[src/rtl/sync_gray.sv]
// Multi-stage Gray pointer synchronizer with registered binary view, change strobe and step.
// Define SYNC_GRAY_CHECK_EN to build the sticky multi-bit-transition error detector.
//
// state       | meaning
// ST_UNPRIMED | chain still holding reset/stale data; bin_out tracks, changed/step/error held off
// ST_PRIMED   | chain flushed; change detect and error check active
module sync_gray #(
   parameter int WIDTH  = 4,
   parameter int STAGES = 2
) (
   input  logic             clock,
   input  logic             reset_n,
   input  logic [WIDTH-1:0] gray_in,
   input  logic             error_clear,
   output logic [WIDTH-1:0] gray_out,
   output logic [WIDTH-1:0] bin_out,
   output logic             changed,
   output logic [WIDTH-1:0] step,
   output logic             error
);

   generate
      if (WIDTH < 2 || WIDTH > 16) begin : g_bad_width
         $error("sync_gray: WIDTH must be within 2..16");
      end
      if (STAGES < 2 || STAGES > 4) begin : g_bad_stages
         $error("sync_gray: STAGES must be within 2..4");
      end
   endgenerate

   localparam int CNT_W = $clog2(STAGES + 1);

   typedef enum logic {
      ST_UNPRIMED = 1'b0,
      ST_PRIMED   = 1'b1
   } state_t;

   function automatic logic [WIDTH-1:0] gray2bin(input logic [WIDTH-1:0] g);
      logic [WIDTH-1:0] b;
      b[WIDTH-1] = g[WIDTH-1];
      for (int i = WIDTH - 2; i >= 0; i--) begin
         b[i] = b[i+1] ^ g[i];
      end
      return b;
   endfunction

   // Synchronizer chain: plain flops only, nothing between stages.
   logic [WIDTH-1:0] stage_q [STAGES];
   logic [WIDTH-1:0] stage_d [STAGES];

   always_comb begin
      stage_d[0] = gray_in;
      for (int k = 1; k < STAGES; k++) begin
         stage_d[k] = stage_q[k-1];
      end
   end

   always_ff @(posedge clock or negedge reset_n) begin
      if (!reset_n) begin
         for (int k = 0; k < STAGES; k++) begin
            stage_q[k] <= '0;
         end
      end else begin
         for (int k = 0; k < STAGES; k++) begin
            stage_q[k] <= stage_d[k];
         end
      end
   end

   assign gray_out = stage_q[STAGES-1];

   // Priming timer and state
   state_t           state_q, state_d;
   logic [CNT_W-1:0] cnt_q, cnt_d;

   always_comb begin
      state_d = state_q;
      cnt_d   = cnt_q;
      if (cnt_q != '0) begin
         cnt_d = cnt_q - CNT_W'(1);
      end
      case (state_q)
         ST_UNPRIMED: begin
            if (cnt_q == '0) begin
               state_d = ST_PRIMED;
            end
         end
         ST_PRIMED: begin
            state_d = ST_PRIMED;
         end
         default: begin
            state_d = ST_UNPRIMED;
         end
      endcase
   end

   always_ff @(posedge clock or negedge reset_n) begin
      if (!reset_n) begin
         state_q <= ST_UNPRIMED;
         cnt_q   <= CNT_W'(STAGES);
      end else begin
         state_q <= state_d;
         cnt_q   <= cnt_d;
      end
   end

   logic primed;
   assign primed = (state_q == ST_PRIMED);

   // Conversion and change detect
   logic [WIDTH-1:0] bin_now;
   logic [WIDTH-1:0] bin_q, bin_d;
   logic             changed_q, changed_d;
   logic [WIDTH-1:0] step_q, step_d;

   always_comb begin
      bin_now   = gray2bin(gray_out);
      bin_d     = bin_now;
      changed_d = 1'b0;
      step_d    = '0;
      if (primed) begin
         changed_d = (bin_now != bin_q);
         step_d    = bin_now - bin_q;
      end
   end

   always_ff @(posedge clock or negedge reset_n) begin
      if (!reset_n) begin
         bin_q     <= '0;
         changed_q <= 1'b0;
         step_q    <= '0;
      end else begin
         bin_q     <= bin_d;
         changed_q <= changed_d;
         step_q    <= step_d;
      end
   end

   assign bin_out = bin_q;
   assign changed = changed_q;
   assign step    = step_q;

`ifdef SYNC_GRAY_CHECK_EN
   function automatic int unsigned ones(input logic [WIDTH-1:0] v);
      int unsigned c;
      c = 0;
      for (int i = 0; i < WIDTH; i++) begin
         c = c + 32'(v[i]);
      end
      return c;
   endfunction

   logic [WIDTH-1:0] prev_gray_q, prev_gray_d;
   logic             error_q, error_d;
   logic             multi_flip;

   // A fresh violation outranks a simultaneous clear.
   always_comb begin
      prev_gray_d = gray_out;
      multi_flip  = (ones(gray_out ^ prev_gray_q) > 1);
      error_d     = error_q;
      if (primed && multi_flip) begin
         error_d = 1'b1;
      end else if (error_clear) begin
         error_d = 1'b0;
      end
   end

   always_ff @(posedge clock or negedge reset_n) begin
      if (!reset_n) begin
         prev_gray_q <= '0;
         error_q     <= 1'b0;
      end else begin
         prev_gray_q <= prev_gray_d;
         error_q     <= error_d;
      end
   end

   assign error = error_q;
`else
   logic unused_error_clear;
   assign unused_error_clear = error_clear;
   assign error = 1'b0;
`endif

endmodule

[config.mk]
export PLATFORM = sky130hd
export DESIGN_NAME = sync_gray
export DESIGN_NICKNAME = d
export VERILOG_FILES = /design/src/rtl/sync_gray.sv
export SDC_FILE = /design/constraint.sdc
export NUM_CORES = 1
export LEC_CHECK = 0
export CORE_MARGIN = 8
export CORE_UTILIZATION = 25
export CTS_CLUSTER_SIZE = 28
export DETAILED_ROUTE_END_ITERATION = 10
export HOLD_SLACK_MARGIN = 0.12
export SLEW_MARGIN = 30
export SYNTH_ARGS = -nofsm -noshare
export SYNTH_HDL_FRONTEND = slang
export SYNTH_SLANG_ARGS = --single-unit
[constraint.sdc]
create_clock -name clock -period 5.2 [get_ports clock]
set_input_delay 1.3 -clock clock [delete_from_list [all_inputs] [get_ports clock]]
set_output_delay 1.3 -clock clock [all_outputs]
set_load 0.02 [all_outputs]
==> summary.txt <==
Run status
  • Status: finished, final reports clean

Synthesis
  • Syn_nets: 65
  • Syn Area/Cell: ~14 um2
  • Cell accounting for the most synthesized area: dfrtp_1
  • Seq/Total Area, Yosys: between 60 and 70%
  • Cells after Synth: 53
  • Netlist cell types: 21
  • Seq cells post-synth: 20
  • Yosys top cell area share: between 60% and 70%
  • YS warnings: 0
  • Synth area leaders: dfrtp_1 62%, ha_1 6.6%, dfstp_2 3.4%
  • Post-Syn Area: roughly 760 um2

Die
  • Die ar.: between 5000 and 6000 um2
  • Top-level I/O count: 21
  • Chip Width: 71.26 um
  • Site row count: 20
  • Initial core utilization: around a quarter
  • Core Area: around 3000 um2
  • Die height: 71.26 um

Clock network
  • CTS Root Cell: clkbuf_4
  • Clk buf depth: 2
  • CTS sink cnt: 20
  • CTS tree: built
  • Post-CTS Setup Inserts: 0
  • Clk Latency, worst-skew pair: roughly 0.3 ns
  • Post-CTS resize count: 0
  • Worst-path clk slew: about 0.11 ns
  • Inserted Clock Buffers: 3
  • CTS H-Tree Depth: 1
  • Post-cts hold buffer count: 0

Setup path
  • Worst Setup End Kind: output pin
  • Crit path max-delay family: buffers and inverters
  • WS Path Type: flip-flop to output pin
  • CP Launch Type: flip-flop
  • Worst path bufs/invs: 1
  • Max stage delay on crit path: 0.64 ns
  • Crit-path cells: clkdlybuf4s50_1
  • Worst EP arrival: about 1.4 ns
  • CP Data Required Time: roughly 4 ns
  • Critical path fanouts, max: 4
  • FF-to-FF Start: gray_out[3]
  • R2R Setup Slk: 3.16 ns
  • Worst setup path startpoint: gray_out[3]
  • CP max stage cell: clkdlybuf4s50_1

Drt
  • Final WL: 1.142 mm
  • Router iterations before antenna repair: 2
  • Met3 WL post-DR: roughly 150 um
  • M1 WL: 412 um
  • Post-route ant nets: 0
  • DRT iter0 DRCs: 9
  • Vias per cell: approximately 4.0
  • DR WL met2: 560 um
  • DR vias: between 400 and 500
  • Top Layer Used: met4
  • # DRC: 0
  • Detailed-route wire length per cell: ~11 um

Finish
  • Most frequent cells in the layout: 19 x dfrtp_1, 17 x clkdlybuf4s50_1, 5 x inv_1
  • Fill count: between 300 and 400
  • Antenna Cells: 0
  • Most common cell after layout, fill and taps aside: dfrtp_1
  • Final nets: 86
  • Fin cells: 106
  • Synth-to-Final Area Change: 33.28%
  • Fraction of layout cells with a size suffix above 1: 12.33%

Power and ir drop
  • PD cells: about 420 nW/um2
  • Total power draw: 0.4225 mW
  • P_leak: approximately 0.44 nW
  • Worst IR Drop VDD: between 150 and 200 uV

Global routing
  • First-pass GRT wire length: between 2 and 2.5 mm
  • GRT Residual Overflow: 0
  • Number of global-route vias before repair: 478
  • GR Util All Layers: between 5 and 6%
  • Largest net degree at the start of global routing: 21
  • Initial antenna violation count: 0

Placed design
  • IO buf count: 18
  • Detail Placement HPWL: 917.8 um
  • Placed insts: between 100 and 150
  • Gp weighted congestion: approximately 0.69

Timing
  • Hold Fails Final Rpt: 0
  • Final cycle utilization of the critical path: 51.61%
  • Setup TNS: 0 ns
  • Setup violations, final: 0
  • Setup Skew: 0.005642 ns
  • RSZ-0062 raised after global routing: no
  • Highest clock rate: about 370 MHz
  • WHS: roughly 0.36 ns
  • Fin. max-slew vios: 0
  • Tmin final: ~2.7 ns

Hold path
  • Hold crit path type: flip-flop to flip-flop
  • Min-delay src: stage_d[1]

Flow run
  • Max Cap Viol: 0
==> path summary, 6_finish.rpt <==
kind / end / cells past startpoint
min in group asynchronous: gray_out[0] / 1
max reg2reg: step[2] / 7
min reg2reg: gray_out[1] / 0
max in group asynchronous: cnt_q[1] / 1
max: gray_out[3] / 1
min: gray_out[1] / 0
==> state kept, by name, summed over array words and instances, names as in the netlist <==
| signal | flops |
|---|---|
| changed | 1 |
| stage_d | 4 |
| step | 4 |
| bin_out | 4 |
| cnt_q | 2 |
| gray_out | 4 |
| primed | 1 |
==> logic make-up after synthesis <==
logic type / count (synthesis) / synth area share (%)
flip-flops: 20 / 65.74
XOR/XNOR: 7 / 10.00
AND/OR/NAND/NOR: 9 / 7.214
other: 1 / 0.4913
buffers and inverters: 7 / 4.426
adder cells (fa/ha/maj): 5 / 9.181
AO/OA/AOI/OAI: 4 / 2.951
==> where the power goes <==
group | internal [mW] | total, mW | leakage [nW] | switching [mW]
Combinational | 0.0573 | 0.115 | 0.181 | 0.0578
Sequential | 0.176 | 0.184 | 0.228 | 0.00810
Clock | 0.0779 | 0.123 | 0.0279 | 0.0451
==> layout make-up <==
cell class / instances / area, um2 / share of cell area [%]
sequential: 20 / 501.7 / 49.32
multi-input combinational: 26 / 227.7 / 22.39
timing repair buffer: 18 / 175.2 / 17.22
tap: 33 / 41.29 / 4.059
clock inverter: 1 / 30.03 / 2.952
clock buffer: 3 / 22.52 / 2.214
inverter: 5 / 18.77 / 1.845
==> cells in the mapped netlist <==
master / instances
nand2_1: 1
conb_1: 1
o21ai_0: 1
xnor2_1: 3
nor2b_1: 2
nand3b_1: 1
nand3_1: 2
ha_1: 4
or2_2: 1
xor2_2: 1
xnor2_2: 1
fa_1: 1
inv_1: 5
and2_1: 1
dfrtp_1: 19
a21oi_1: 2
and3b_1: 1
o21a_1: 1
dfstp_2: 1
buf_4: 2
xor2_1: 2
==> stage by stage <==
| stage | utilization, % | cell area, um2 | worst slack, ns |
|---|---|---|---|
| after floorplan | - | 763.2 | 3.200 |
| after global placement | 32.56 | 969.7 | 2.817 |
| after detailed placement | 32.56 | 969.7 | 2.779 |
| after CTS | 34.33 | 1022 | 2.481 |
| after global routing | 34.16 | 1017 | 2.451 |
| final | 34.16 | 1017 | 2.516 |
==> layer usage <==
layer / global-route usage (%) / vias to the layer above
met2: 8.571 / 17
met5: 0 / -
met1: 4.587 / 206
met3: 4.324 / 3
met4: 2.079 / 0
li1: - / 202
Note: power is estimated with default switching activity, not from simulation.
